==> src/rtl/ysyx_22050710_ifu_pkg.sv <==
// Shared IFU definitions: FSM state encodings, next-PC select, reset PC default and instruction width.
package ysyx_22050710_ifu_pkg;
  localparam logic [63:0] RESET_PC_DEFAULT = 64'h0000_0000_8000_0000;
  localparam int          INST_W           = 32;
  localparam logic [63:0] PC_STEP          = 64'd4;

  typedef enum logic [1:0] {
    S_IDLE = 2'd0,
    S_REQ  = 2'd1,
    S_WAIT = 2'd2,
    S_OUT  = 2'd3
  } state_e;

  typedef enum logic [1:0] {
    PC_HOLD     = 2'd0,
    PC_INC      = 2'd1,
    PC_REDIRECT = 2'd2
  } pc_sel_e;
endpackage

==> src/rtl/ysyx_22050710_ifu_pc_reg.sv <==
// 64-bit program counter with async reset to RESET_PC and hold / +4 / redirect next-PC mux.
module ysyx_22050710_ifu_pc_reg
  import ysyx_22050710_ifu_pkg::*;
#(
  parameter logic [63:0] RESET_PC = RESET_PC_DEFAULT
) (
  input  logic        i_clk,
  input  logic        i_rst_n,
  input  pc_sel_e     pc_sel,
  input  logic [63:0] redirect_pc,
  output logic [63:0] pc
);
  logic [63:0] pc_next;

  always_comb begin
    pc_next = pc;
    case (pc_sel)
      PC_INC:      pc_next = pc + PC_STEP;
      PC_REDIRECT: pc_next = redirect_pc;
      default:     pc_next = pc;
    endcase
  end

  always_ff @(posedge i_clk or negedge i_rst_n) begin
    if (!i_rst_n) pc <= RESET_PC;
    else          pc <= pc_next;
  end
endmodule

==> src/rtl/ysyx_22050710_ifu.sv <==
// Instruction fetch unit: one outstanding imem fetch, valid/ready toward decode, redirect squashing.
// Optional misaligned-PC marker when YSYX_22050710_IFU_MISALIGN_CHECK_EN is defined.
//
// state  | meaning
// S_IDLE | one cycle after reset before the first fetch
// S_REQ  | request pc on imem, waiting for gnt
// S_WAIT | request granted, waiting for rvalid (drop=1: response is wrong-path)
// S_OUT  | {o_pc, o_inst} presented to decode, waiting for i_ready
module ysyx_22050710_ifu
  import ysyx_22050710_ifu_pkg::*;
#(
  parameter logic [63:0] RESET_PC = RESET_PC_DEFAULT
) (
  input  logic              i_clk,
  input  logic              i_rst_n,
  input  logic              i_redirect,
  input  logic [63:0]       i_redirect_pc,
  output logic              o_imem_req,
  output logic [63:0]       o_imem_addr,
  input  logic              i_imem_gnt,
  input  logic              i_imem_rvalid,
  input  logic [INST_W-1:0] i_imem_rdata,
  output logic              o_valid,
  input  logic              i_ready,
  output logic [63:0]       o_pc,
  output logic [INST_W-1:0] o_inst,
  output logic              o_misalign
);
  state_e      state_q, state_d;
  logic        drop_q, drop_d;
  logic [63:0] pc;
  pc_sel_e     pc_sel;
  logic        load_out, load_mis;
  logic        misalign_hit;

`ifdef YSYX_22050710_IFU_MISALIGN_CHECK_EN
  assign misalign_hit = (pc[1:0] != 2'b00);
`else
  assign misalign_hit = 1'b0;
`endif

  ysyx_22050710_ifu_pc_reg #(.RESET_PC(RESET_PC)) u_pc_reg (
    .i_clk       (i_clk),
    .i_rst_n     (i_rst_n),
    .pc_sel      (pc_sel),
    .redirect_pc (i_redirect_pc),
    .pc          (pc)
  );

  always_ff @(posedge i_clk or negedge i_rst_n) begin
    if (!i_rst_n) begin
      state_q <= S_IDLE;
      drop_q  <= 1'b0;
    end else begin
      state_q <= state_d;
      drop_q  <= drop_d;
    end
  end

  always_comb begin
    state_d  = state_q;
    drop_d   = drop_q;
    pc_sel   = PC_HOLD;
    load_out = 1'b0;
    load_mis = 1'b0;
    case (state_q)
      S_IDLE: state_d = S_REQ;
      S_REQ: begin
        if (misalign_hit) begin
          load_mis = 1'b1;
          state_d  = S_OUT;
        end else if (i_imem_gnt) begin
          state_d = S_WAIT;
        end
      end
      S_WAIT: begin
        if (i_imem_rvalid) begin
          if (drop_q) begin
            drop_d  = 1'b0;
            state_d = S_REQ;
          end else begin
            load_out = 1'b1;
            state_d  = S_OUT;
          end
        end
      end
      S_OUT: begin
        if (i_ready) begin
          pc_sel  = PC_INC;
          state_d = S_REQ;
        end
      end
      default: state_d = S_IDLE;
    endcase

    // A redirect overrides everything above; an in-flight fetch must still be drained.
    if (i_redirect) begin
      pc_sel   = PC_REDIRECT;
      load_out = 1'b0;
      load_mis = 1'b0;
      case (state_q)
        S_REQ: begin
          if (i_imem_gnt && !misalign_hit) begin
            drop_d  = 1'b1;
            state_d = S_WAIT;
          end else begin
            state_d = S_REQ;
          end
        end
        S_WAIT: begin
          if (i_imem_rvalid) begin
            drop_d  = 1'b0;
            state_d = S_REQ;
          end else begin
            drop_d  = 1'b1;
            state_d = S_WAIT;
          end
        end
        default: state_d = S_REQ;
      endcase
    end
  end

  always_ff @(posedge i_clk or negedge i_rst_n) begin
    if (!i_rst_n) begin
      o_pc   <= RESET_PC;
      o_inst <= '0;
    end else if (load_out) begin
      o_pc   <= pc;
      o_inst <= i_imem_rdata;
    end else if (load_mis) begin
      o_pc   <= pc;
      o_inst <= '0;
    end
  end

`ifdef YSYX_22050710_IFU_MISALIGN_CHECK_EN
  always_ff @(posedge i_clk or negedge i_rst_n) begin
    if (!i_rst_n)      o_misalign <= 1'b0;
    else if (load_out) o_misalign <= 1'b0;
    else if (load_mis) o_misalign <= 1'b1;
  end
`else
  assign o_misalign = 1'b0;
`endif

  assign o_imem_req  = (state_q == S_REQ) && !misalign_hit;
  assign o_imem_addr = pc;
  assign o_valid     = (state_q == S_OUT);
endmodule

==> config.mk <==
export PLATFORM = sky130hd
export DESIGN_NAME = ysyx_22050710_ifu
export DESIGN_NICKNAME = d
export VERILOG_FILES = /design/src/rtl/ysyx_22050710_ifu_pkg.sv /design/src/rtl/ysyx_22050710_ifu_pc_reg.sv /design/src/rtl/ysyx_22050710_ifu.sv
export SDC_FILE = /design/constraint.sdc
export NUM_CORES = 1
export LEC_CHECK = 0
export ABC_CLOCK_PERIOD_IN_PS = 3000
export BUFFER_PORTS_ARGS = -buffer_cell sky130_fd_sc_hd__buf_2
export CAP_MARGIN = 20
export CORE_MARGIN = 5
export CORE_UTILIZATION = 50
export DETAILED_ROUTE_END_ITERATION = 8
export GPL_ROUTABILITY_DRIVEN = 0
export GPL_TIMING_DRIVEN = 0
export PLACE_DENSITY_LB_ADDON = 0.2
export SKIP_LAST_GASP = 1
export SLEW_MARGIN = 20
export SYNTH_ARGS = -nofsm -noshare
export SYNTH_HDL_FRONTEND = slang
export SYNTH_SLANG_ARGS = --single-unit
==> constraint.sdc <==
create_clock -name i_clk -period 3 [get_ports i_clk]
set_input_delay 0.6 -clock i_clk [delete_from_list [all_inputs] [get_ports i_clk]]
set_output_delay 0.6 -clock i_clk [all_outputs]
set_load 0.02 [all_outputs]
==> load_flow_metrics.sql, run 1 <==
INSERT INTO impl_metrics (metric_group, metric, value, unit) VALUES
('worst_hold_path', 'min-delay-path-class', 'primary input to asynchronous set/reset pin', ''),
('synthesis', 'postSynthAreaPerCell', '11.11', 'um^2'),
('clocking', 'clock_insertion_delay_worst_skew', '0.43', 'ns'),
('die', 'core', '15150', 'um^2'),
('synthesis', 'synth_enable_flop_cells', '0', ''),
('power', 'leakage', '4.533', 'nW'),
('drt', 'initialDrtViolationCount', '409', ''),
('synthesis', 'synth_area', '7674', 'um^2'),
('synthesis', 'synthTopCellsByArea', 'sky130_fd_sc_hd__dfrtp_1 (53%), sky130_fd_sc_hd__mux2_2 (15%), sky130_fd_sc_hd__o21ai_0 (3.5%), sky130_fd_sc_hd__nand2_1 (3.0%), sky130_fd_sc_hd__xnor2_1 (2.4%)', ''),
('clocking', 'hold_buffers', '0', ''),
('drt', 'num_vias', '6648', ''),
('synthesis', 'synth.distinct_cells', '51', ''),
('clocking', 'cts-buffers-inserted', '17', ''),
('clocking', 'clock_path_buffers', '2', ''),
('setup_path', 'r2r-end', 'u_pc_reg.pc[46]', ''),
('drt', 'detailroute.wirelength.met3', '1809', 'um'),
('sta', 'grt_setup_unrepaired', 'true', ''),
('synthesis', 'synth-warning-count', '0', ''),
('synthesis', 'area_share_of_the_largest_cell_type_after_synthesis', '52.50', '%'),
('synthesis', 'synthesized_nets', '798', ''),
('finish', 'areaGrowthSynthToFinish', '28.40', '%'),
('finish', 'numnets_final', '1081', ''),
('global_routing', 'grt_first_pass_wirelength', '34760', 'um'),
('placed_design', 'place_area', '9263', 'um^2'),
('clocking', 'cts-root-buf', 'sky130_fd_sc_hd__clkbuf_16', ''),
('clocking', 'worst_setup_hold_path_clk_slew', '0.06', 'ns'),
('global_routing', 'grt-ovfl-total', '0', ''),
('setup_path', 'timing.setup.critical_path_class', 'flip-flop to flip-flop', ''),
('die', 'die-width', '133.9', 'um'),
('sta', 'fmax', '0.3487', 'GHz'),
('synthesis', 'synth_async_sr_flop_share', '100.0', '%'),
('synthesis', 'synth-seq-cells', '163', ''),
('drt', 'met2RoutedLength', '10330', 'um'),
('drt', 'wl_met1', '9437', 'um'),
('global_routing', 'via_count_of_the_first_global_routing_pass', '6492', ''),
('sta', 'period_minus_slack', '2.868', 'ns'),
('setup_path', 'r2r_cells', '6', ''),
('sta', 'hold_viol', '0', ''),
('run_status', 'outcome', 'finished, final reports clean', ''),
('synthesis', 'ys_dominant_reg_cell', 'sky130_fd_sc_hd__dfrtp_1', ''),
('setup_path', 'cp_data_arrival_time', '3.21', 'ns'),
('setup_path', 'worstPathRequired', '3.35', 'ns'),
('global_routing', 'grtUsageTotal', '24.55', '%'),
('drt', 'drc', '0', ''),
('finish', 'count_of_placed_standard_cells_in_the_final_layout_fillers_left_out', '1175', ''),
('placed_design', 'buffer_ports.inserted', '263', ''),
('sta', 'final-setup-viol-count', '0', ''),
('die', 'die_y', '133.9', 'um'),
('die', 'top_level_ports', '265', ''),
('finish', 'design_area', '9853', 'um^2'),
('clocking', 'cts_tree', 'done', ''),
('sta', 'fin_worst_skew', '0.009688', 'ns'),
('clocking', 'cts_setup_buffers', '0', ''),
('global_routing', 'grt_max_degree', '83', ''),
('run', 'maxCapViolations', '0', ''),
('synthesis', 'synthDominantAreaCellType', 'sky130_fd_sc_hd__dfrtp_1', ''),
('synthesis', 'ys_top_cells_by_count', 'sky130_fd_sc_hd__dfrtp_1 (161), sky130_fd_sc_hd__mux2_2 (102), sky130_fd_sc_hd__nand2_1 (61), sky130_fd_sc_hd__o21ai_0 (54), sky130_fd_sc_hd__nor2_1 (37)', ''),
('die', 'die-area', '17930', 'um^2'),
('finish', 'insertedDiodeCount', '0', ''),
('setup_path', 'regToRegStartpoint', 'u_pc_reg.pc[31]', ''),
('clocking', 'number_of_h_tree_branching_levels', '4', ''),
('sta', 'relSlewSlack', '39.93', '%'),
('sta', 'slew_violations', '0', ''),
('finish', 'num-fill-cells', '1284', ''),
('placed_design', 'placed_cells', '1143', ''),
('setup_path', 'worstPathMaxFanout', '8', ''),
('global_routing', 'grt_antenna_before_repair', '3', ''),
('drt', 'postRouteWirelength', '22140', 'um'),
('synthesis', 'postSynthCellCount', '691', ''),
('sta', 'max_slew.worst_pin.slew', '0.8928', 'ns'),
('drt', 'dr.pass1.iters', '5', '');
## state kept, by name (all words and copies together) (netlist names)
signal       count
state_q          2
drop_q           1
o_pc            64
o_inst          32
u_pc_reg.pc     64
## placed cells by master (no fill, tap or decap), drive strengths merged, types with 8 or more instances in the layout
| cell type | count |
|---|---|
| a31oi | 23 |
| xor2 | 13 |
| and3 | 13 |
| nand2 | 61 |
| nor3 | 10 |
| buf | 269 |
| clkbuf | 55 |
| inv | 8 |
| nor2 | 37 |
| and4 | 13 |
| xnor2 | 21 |
| or4 | 8 |
| nor4 | 17 |
| or3 | 19 |
| mux2 | 102 |
| dfrtp | 161 |
| nand4 | 23 |
| nand3 | 30 |
| o21ai | 54 |
## metrics by stage
stage	util (%)	power (W)	hold slack, ns
2_1_floorplan	-	0.005271	0.3044
3_3_place_gp	60.91	0.006368	0.4842
4_1_cts	65.01	0.008609	0.1766
3_5_place_dp	61.16	0.006448	0.4894
5_1_grt	65.06	0.008991	0.1914
6_report	65.06	0.008542	0.1585
## power breakdown
| group | switching [W] | internal (W) |
|---|---|---|
| registers | 0.000452 | 0.00295 |
| clock network | 0.000874 | 0.00129 |
| logic | 0.00176 | 0.00122 |
## critical path, stage by stage, from the launching register on
cell and delay [ns]:
sky130_fd_sc_hd__dfstp_2 0.53, sky130_fd_sc_hd__clkbuf_1 0.32, sky130_fd_sc_hd__nand2_1 0.14, sky130_fd_sc_hd__nor4_2 0.78
sky130_fd_sc_hd__nand4_1 0.41, sky130_fd_sc_hd__or3_1 0.44, sky130_fd_sc_hd__a31oi_1 0.17
## layout make-up
type,instances,area [um^2],share of cell area [%]
multi-input cells,483,3413,34.64
inverters,8,30.03,0.3048
clock buffers,23,478.0,4.851
repair buffers,264,1354,13.74
plain buffers,37,157.7,1.600
flip-flops and latches,163,4081,41.42
clock inverters,9,103.9,1.054
well taps,188,235.2,2.387
## routing by layer
layer / GRT usage, % / vias to the layer above
met5: 0 / -
met4: 9.086 / 6
met3: 7.727 / 45
met2: 38.12 / 263
met1: 32.50 / 3240
li1: - / 3094
## logic make-up after synthesis
kind of cell / after synthesis / share of synthesized area (%)
AND/OR/NAND/NOR: 243 / 17.04
XOR/XNOR: 34 / 3.881
adder cells (fa/ha/maj): 5 / 0.8153
AO/OA/AOI/OAI: 95 / 7.240
flip-flops: 163 / 53.19
buffers and inverters: 45 / 2.429
other: 1 / 0.04887
multiplexers: 105 / 15.36
## how the worst max path moves through the flow
stage               depth (start not counted)             from               to  slack (ns)
CTS                                         7       state_q[0]          o_pc[9]        0.04
floorplan                                   8       state_q[0]  u_pc_reg.pc[41]        0.55
global route                                8       state_q[0]  u_pc_reg.pc[41]       -0.03
finish                                      6  u_pc_reg.pc[31]  u_pc_reg.pc[46]        0.13
global placement                            1          i_rst_n          o_pc[0]       -1.25
detailed placement                          5       i_redirect          o_pc[9]       -0.19
## repair_timing
item,in CTS,in global routing
endpoints found under the setup margin,40,46
pin swaps,0,0
gates resized for setup,1,2
hold endpoints to repair,0,0
(Power assumes the default switching activity.)
==> run 2: changes to the inputs <==
- ABC_CLOCK_PERIOD_IN_PS: 3000 -> 3490
- clock period: 3 -> 3.49 ns (I/O delays scaled with it)
==> load_flow_metrics.sql, run 2 (synthesized netlist as in run 1, its figures left out) <==
INSERT INTO impl_metrics (metric_group, metric, value, unit) VALUES
('run_status', 'outcome', 'finished, final reports clean', ''),
('clocking', 'cts-root-buf', 'sky130_fd_sc_hd__clkbuf_16', ''),
('clocking', 'clock_sinks', '163', ''),
('power', 'power.switching_fraction', '36.14', '%'),
('placed_design', 'placed_cells', '1143', ''),
('setup_path', 'reg2reg_slack', '0.28', 'ns'),
('die', 'die_y', '133.9', 'um'),
('die', 'core', '15150', 'um^2'),
('clocking', 'number_of_h_tree_branching_levels', '4', ''),
('power', 'register_share_of_total_power', '39.8', '%'),
('global_routing', 'grt_first_pass_wirelength', '34760', 'um'),
('clocking', 'cts_tree', 'done', ''),
('die', 'start_util', '50.67', '%'),
('setup_path', 'worstPathRequired', '3.80', 'ns'),
('placed_design', 'post-dp-hpwl', '16530', 'um'),
('drt', 'post_drt_via_cell_ratio', '5.655', ''),
('sta', 'slew_violations', '0', ''),
('global_routing', 'grt-ovfl-total', '0', ''),
('placed_design', 'buffer_ports.inserted', '263', ''),
('finish', 'num-fill-cells', '1286', ''),
('run', 'maxCapViolations', '0', ''),
('setup_path', 'cpMostUsedCell', 'sky130_fd_sc_hd__clkbuf_1', ''),
('sta', 'fmax', '0.3120', 'GHz'),
('setup_path', 'worst-path-buf-inv', '3', ''),
('drt', 'num_vias', '6645', ''),
('setup_path', 'setup.worst_path.start_class', 'flip-flop', ''),
('setup_path', 'cell_with_the_largest_stage_delay_on_the_worst_path', 'sky130_fd_sc_hd__nor3_1', ''),
('global_routing', 'via_count_of_the_first_global_routing_pass', '6492', ''),
('power', 'share_of_total_power_in_the_clock_network', '25.3', '%'),
('setup_path', 'cp_data_arrival_time', '3.51', 'ns'),
('global_routing', 'grt_max_degree', '83', ''),
('global_routing', 'grt_antenna_before_repair', '3', ''),
('drt', 'drc', '0', ''),
('clocking', 'hold_buffers', '0', ''),
('drt', 'initialDrtViolationCount', '414', ''),
('drt', 'detail_route.wl_per_cell', '18.83', 'um'),
('clocking', 'clock_path_buffers', '2', ''),
('finish', 'final-seq-area', '4081', 'um^2'),
('worst_hold_path', 'min-delay-path-class', 'primary input to asynchronous set/reset pin', ''),
('setup_path', 'r2r_cells', '7', ''),
('sta', 'hold_viol', '0', ''),
('setup_path', 'worstPathMaxFanout', '10', ''),
('sta', 'relSlewSlack', '37.79', '%'),
('clocking', 'clock_insertion_delay_worst_skew', '0.43', 'ns'),
('power', 'net-switching-power', '0.002652', 'W'),
('power', 'pwr_density_cell', '745.4', 'nW/um^2'),
('drt', 'dr.pass1.iters', '5', ''),
('finish', 'count_of_placed_standard_cells_in_the_final_layout_fillers_left_out', '1175', ''),
('setup_path', 'timing.setup.critical_path_class', 'flip-flop to flip-flop', ''),
('sta', 'final-setup-viol-count', '0', ''),
('power', 'power_frac_comb', '34.9', '%'),
('finish', 'numnets_final', '1081', ''),
('finish', 'final_cell_mix', 'sky130_fd_sc_hd__buf_2 (263), sky130_fd_sc_hd__dfrtp_1 (161), sky130_fd_sc_hd__mux2_2 (102)', ''),
('finish', 'largest_registers', 'o_pc x64, u_pc_reg.pc x64, o_inst x32', ''),
('power', 'leakage', '4.527', 'nW'),
('finish', 'insertedDiodeCount', '0', ''),
('clocking', 'cts-buffers-inserted', '17', ''),
('power', 'internal_power', '0.004686', 'W'),
('power', 'irDropWorstVdd', '0.4918', 'mV'),
('die', 'fp-row-count', '45', ''),
('clocking', 'post_cts_resize_count', '0', ''),
('finish', 'drive_gt1_share', '41.54', '%'),
('finish', 'areaGrowthSynthToFinish', '28.29', '%'),
('setup_path', 'regToRegStartpoint', 'state_q[0]', ''),
('global_routing', 'grtUsageTotal', '24.55', '%'),
('sta', 'final_min_period_over_clock_period', '91.84', '%'),
('setup_path', 'crit_chain', 'inv_1, ha_1, nand2_1, nor3_1, clkbuf_1, clkbuf_1, mux2_2', ''),
('clocking', 'worst_setup_hold_path_clk_slew', '0.06', 'ns'),
('finish', 'multi_input_area', '3406', 'um^2'),
('die', 'top_level_ports', '265', ''),
('sta', 'max_slew.worst_pin.slew', '0.9260', 'ns'),
('die', 'die-area', '17930', 'um^2'),
('clocking', 'cts_setup_buffers', '0', ''),
('sta', 'period_minus_slack', '3.205', 'ns'),
('setup_path', 'critical_path.max_stage_delay', '0.72', 'ns'),
('finish', 'mostFrequentLayoutCell', 'sky130_fd_sc_hd__buf_2', ''),
('drt', 'ant_nets', '0', ''),
('die', 'die-width', '133.9', 'um'),
('setup_path', 'cp_top_family', 'buffers and inverters', ''),
('setup_path', 'r2r-end', 'o_pc[9]', ''),
('drt', 'postRouteWirelength', '22120', 'um'),
('setup_path', 'critical_path.endpoint_type', 'flip-flop', ''),
('sta', 'grt_setup_unrepaired', 'false', ''),
('sta', 'fin_worst_skew', '0.009696', 'ns'),
('sta', 'timing.hold.ws', '0.2575', 'ns');
-- run 2: cell counts in the layout (fill, tap and decap cells not counted) --
No cell type changed its count.
-- run 2: stage by stage --
step / instance area, um^2 / setup slack [ns] / total power, W / TNS, ns / util, %
floorplan: 7674 / 1.037 / 0.004531 / 0 / -
global placement: 9225 / -0.8532 / 0.005474 / -135.34 / 60.91
detailed placement: 9263 / 0.2010 / 0.005542 / 0 / 61.16
CTS: 9844 / 0.3157 / 0.007400 / 0 / 65.00
global route: 9844 / 0.1543 / 0.007727 / 0 / 65.00
finish: 9844 / 0.2848 / 0.007338 / 0 / 65.00
-- run 2: cell type report --
cell class                 count  area share, %
timing repair buffer         264          13.75
multi-input combinational    483          34.60
clock inverter                 9          1.055
inverter                       8         0.3050
sequential                   163          41.46
clock buffer                  23          4.855
tap                          188          2.389
buffer                        37          1.589
-- run 2: routing by layer --
metal	global-route usage, %	vias up	part of all wire, %
li1	-	3092	-
met1	32.50	3244	42
met2	38.12	258	47
met3	7.727	45	8.3
met4	9.086	6	2.3
met5	0	-	0.14
-- run 2: power by group through the flow --
| stage | clock, W | combinational [W] | sequential (W) |
|---|---|---|---|
| after global placement | 0 | 0.00256 | 0.00292 |
| after global routing | 0.00197 | 0.00274 | 0.00301 |
| after CTS | 0.00188 | 0.00260 | 0.00292 |
| final | 0.00186 | 0.00256 | 0.00292 |
| after detailed placement | 0 | 0.00260 | 0.00295 |
| after floorplan | 0 | 0.000828 | 0.00370 |
-- run 2: worst max path at each step --
stage,start,to,slack [ns],cells past startpoint
after floorplan,state_q[0],u_pc_reg.pc[41],1.04,8
final,state_q[0],o_pc[9],0.28,7
after detailed placement,i_redirect,o_pc[9],0.20,5
after CTS,state_q[0],o_pc[9],0.32,7
after global routing,state_q[0],o_pc[17],0.15,7
after global placement,i_rst_n,o_pc[0],-0.85,1
==> run 3: changes to the inputs <==
- MAX_ROUTING_LAYER: default -> met4
==> load_flow_metrics.sql, run 3 (synthesized netlist as in run 1, its figures left out) <==
INSERT INTO impl_metrics (metric_group, metric, value, unit) VALUES
('clocking', 'hold_buffers', '0', ''),
('clocking', 'post_cts_resize_count', '0', ''),
('setup_path', 'worstPathMaxFanout', '10', ''),
('finish', 'final_cell_mix', 'sky130_fd_sc_hd__buf_2 (263), sky130_fd_sc_hd__dfrtp_1 (161), sky130_fd_sc_hd__mux2_2 (102)', ''),
('worst_hold_path', 'min-delay-path-class', 'primary input to asynchronous set/reset pin', ''),
('clocking', 'cts-root-buf', 'sky130_fd_sc_hd__clkbuf_16', ''),
('sta', 'max_slew.worst_pin.slew', '0.9139', 'ns'),
('setup_path', 'critical_path.endpoint_type', 'flip-flop', ''),
('global_routing', 'grt_first_pass_wirelength', '34690', 'um'),
('global_routing', 'gr-usage-met2', '38.27', '%'),
('setup_path', 'reg2reg_slack', '0.26', 'ns'),
('drt', 'initialDrtViolationCount', '475', ''),
('clocking', 'clock_sinks', '163', ''),
('sta', 'relSlewSlack', '38.61', '%'),
('sta', 'final-setup-viol-count', '0', ''),
('die', 'die-area', '17930', 'um^2'),
('global_routing', 'grt-ovfl-total', '0', ''),
('setup_path', 'cp_data_arrival_time', '3.54', 'ns'),
('power', 'irDropWorstVdd', '0.4922', 'mV'),
('placed_design', 'post-dp-hpwl', '16530', 'um'),
('sta', 'fin_worst_skew', '0.01779', 'ns'),
('sta', 'hold_viol', '0', ''),
('global_routing', 'grt_util_met3', '6.302', '%'),
('clocking', 'clock_insertion_delay_worst_skew', '0.43', 'ns'),
('power', 'pwr_density_cell', '745.1', 'nW/um^2'),
('clocking', 'cts_setup_buffers', '0', ''),
('global_routing', 'via_count_of_the_first_global_routing_pass', '6511', ''),
('drt', 'dr.pass1.iters', '5', ''),
('sta', 'final_critical_path_setup_slack', '0.2623', 'ns'),
('setup_path', 'regToRegStartpoint', 'state_q[0]', ''),
('finish', 'design_area', '9852', 'um^2'),
('placed_design', 'detailedPlace.worstSlack', '0.2010', 'ns'),
('global_routing', 'grt-busiest-layer', 'met2', ''),
('setup_path', 'r2r_cells', '7', ''),
('run', 'maxCapViolations', '0', ''),
('finish', 'final_util', '65.05', '%'),
('finish', 'areaGrowthSynthToFinish', '28.39', '%'),
('global_routing', 'grt_use_met1', '33.31', '%'),
('setup_path', 'worstPathRequired', '3.80', 'ns'),
('finish', 'num-fill-cells', '1284', ''),
('drt', 'num_vias', '6627', ''),
('drt', 'drc', '0', ''),
('die', 'fp-row-count', '45', ''),
('die', 'die_y', '133.9', 'um'),
('drt', 'ant_nets', '0', ''),
('global_routing', 'grtUsageTotal', '25.28', '%'),
('finish', 'numnets_final', '1081', ''),
('sta', 'period_minus_slack', '3.228', 'ns'),
('setup_path', 'critical_path.startpoint', 'state_q[0]', ''),
('sta', 'slew_violations', '0', ''),
('finish', 'drive_gt1_share', '41.54', '%'),
('global_routing', 'grt_antenna_before_repair', '3', ''),
('power', 'leakage', '4.527', 'nW'),
('finish', 'largest_registers', 'o_pc x64, u_pc_reg.pc x64, o_inst x32', ''),
('die', 'core', '15150', 'um^2'),
('clocking', 'number_of_h_tree_branching_levels', '4', ''),
('finish', 'mostFrequentLayoutCell', 'sky130_fd_sc_hd__buf_2', ''),
('clocking', 'clock_path_buffers', '2', ''),
('drt', 'post_drt_via_cell_ratio', '5.626', ''),
('die', 'top_level_ports', '265', ''),
('clocking', 'worst_setup_hold_path_clk_slew', '0.06', 'ns'),
('global_routing', 'grt_max_degree', '83', ''),
('sta', 'final_min_period_over_clock_period', '92.48', '%'),
('drt', 'postRouteWirelength', '22140', 'um'),
('die', 'start_util', '50.67', '%'),
('placed_design', 'place_area', '9263', 'um^2'),
('sta', 'fmax', '0.3098', 'GHz'),
('setup_path', 'r2r-end', 'o_pc[9]', ''),
('clocking', 'cts-buffers-inserted', '17', ''),
('placed_design', 'buffer_ports.inserted', '263', ''),
('clocking', 'cts_tree', 'done', ''),
('sta', 'grt_setup_unrepaired', 'false', ''),
('setup_path', 'timing.setup.critical_path_class', 'flip-flop to flip-flop', ''),
('drt', 'detail_route.wl_per_cell', '18.79', 'um'),
('setup_path', 'setup.worst_path.start_class', 'flip-flop', ''),
('die', 'die-width', '133.9', 'um'),
('run_status', 'outcome', 'finished, final reports clean', '');
-- run 3: layout make-up --
cell class	instances	area, um^2	area share (%)
sequential	163	4081	41.43
multi-input combinational	483	3406	34.57
timing repair buffer	264	1354	13.74
clock buffer	23	478.0	4.851
tap	188	235.2	2.388
buffer	37	156.4	1.588
clock inverter	9	103.9	1.054
inverter	8	30.03	0.3048
antenna	3	7.507	0.07620
-- run 3: how the worst max path moves through the flow --
stage                            endpoint  slack (ns)
final                             o_pc[9]        0.26
after global routing             o_pc[17]        0.15
after CTS                         o_pc[9]        0.32
after detailed placement          o_pc[9]        0.20
after global placement            o_pc[0]       -0.85
after floorplan           u_pc_reg.pc[41]        1.04
-- run 3: layer usage --
metal  routed length, um  part of all wire [%]
met4                 495                   2.2
met1                9592                    43
met3                1676                   7.6
met2               10370                    47
met5                   0                     0
-- run 3: metrics by stage --
| stage | hold slack (ns) | std cells | TNS (ns) | power (W) |
|---|---|---|---|---|
| finish | 0.2611 | 1178 | 0 | 0.007340 |
| floorplan | 0.4024 | 691 | 0 | 0.004531 |
| detailed placement | 0.4894 | 1143 | 0 | 0.005542 |
| CTS | 0.2746 | 1175 | 0 | 0.007400 |
| global placement | 0.4842 | 1142 | -135.34 | 0.005474 |
| global route | 0.2892 | 1178 | 0 | 0.007726 |
-- run 3: worst max-delay path, stage by stage, from the launching register on --
cell and delay [ns]:
sky130_fd_sc_hd__dfrtp_1 0.42, sky130_fd_sc_hd__inv_1 0.07, sky130_fd_sc_hd__ha_1 0.19, sky130_fd_sc_hd__nand2_1 0.09, sky130_fd_sc_hd__nor3_1 0.71, sky130_fd_sc_hd__clkbuf_1 0.66
sky130_fd_sc_hd__clkbuf_1 0.55, sky130_fd_sc_hd__mux2_2 0.40
-- run 3: report_power, final --
group	leakage, nW	internal, W	total [W]	switching [W]
Clock	0.283	0.00111	0.00186	0.000749
Combinational	2.26	0.00105	0.00256	0.00152
Sequential	1.99	0.00253	0.00292	0.000389
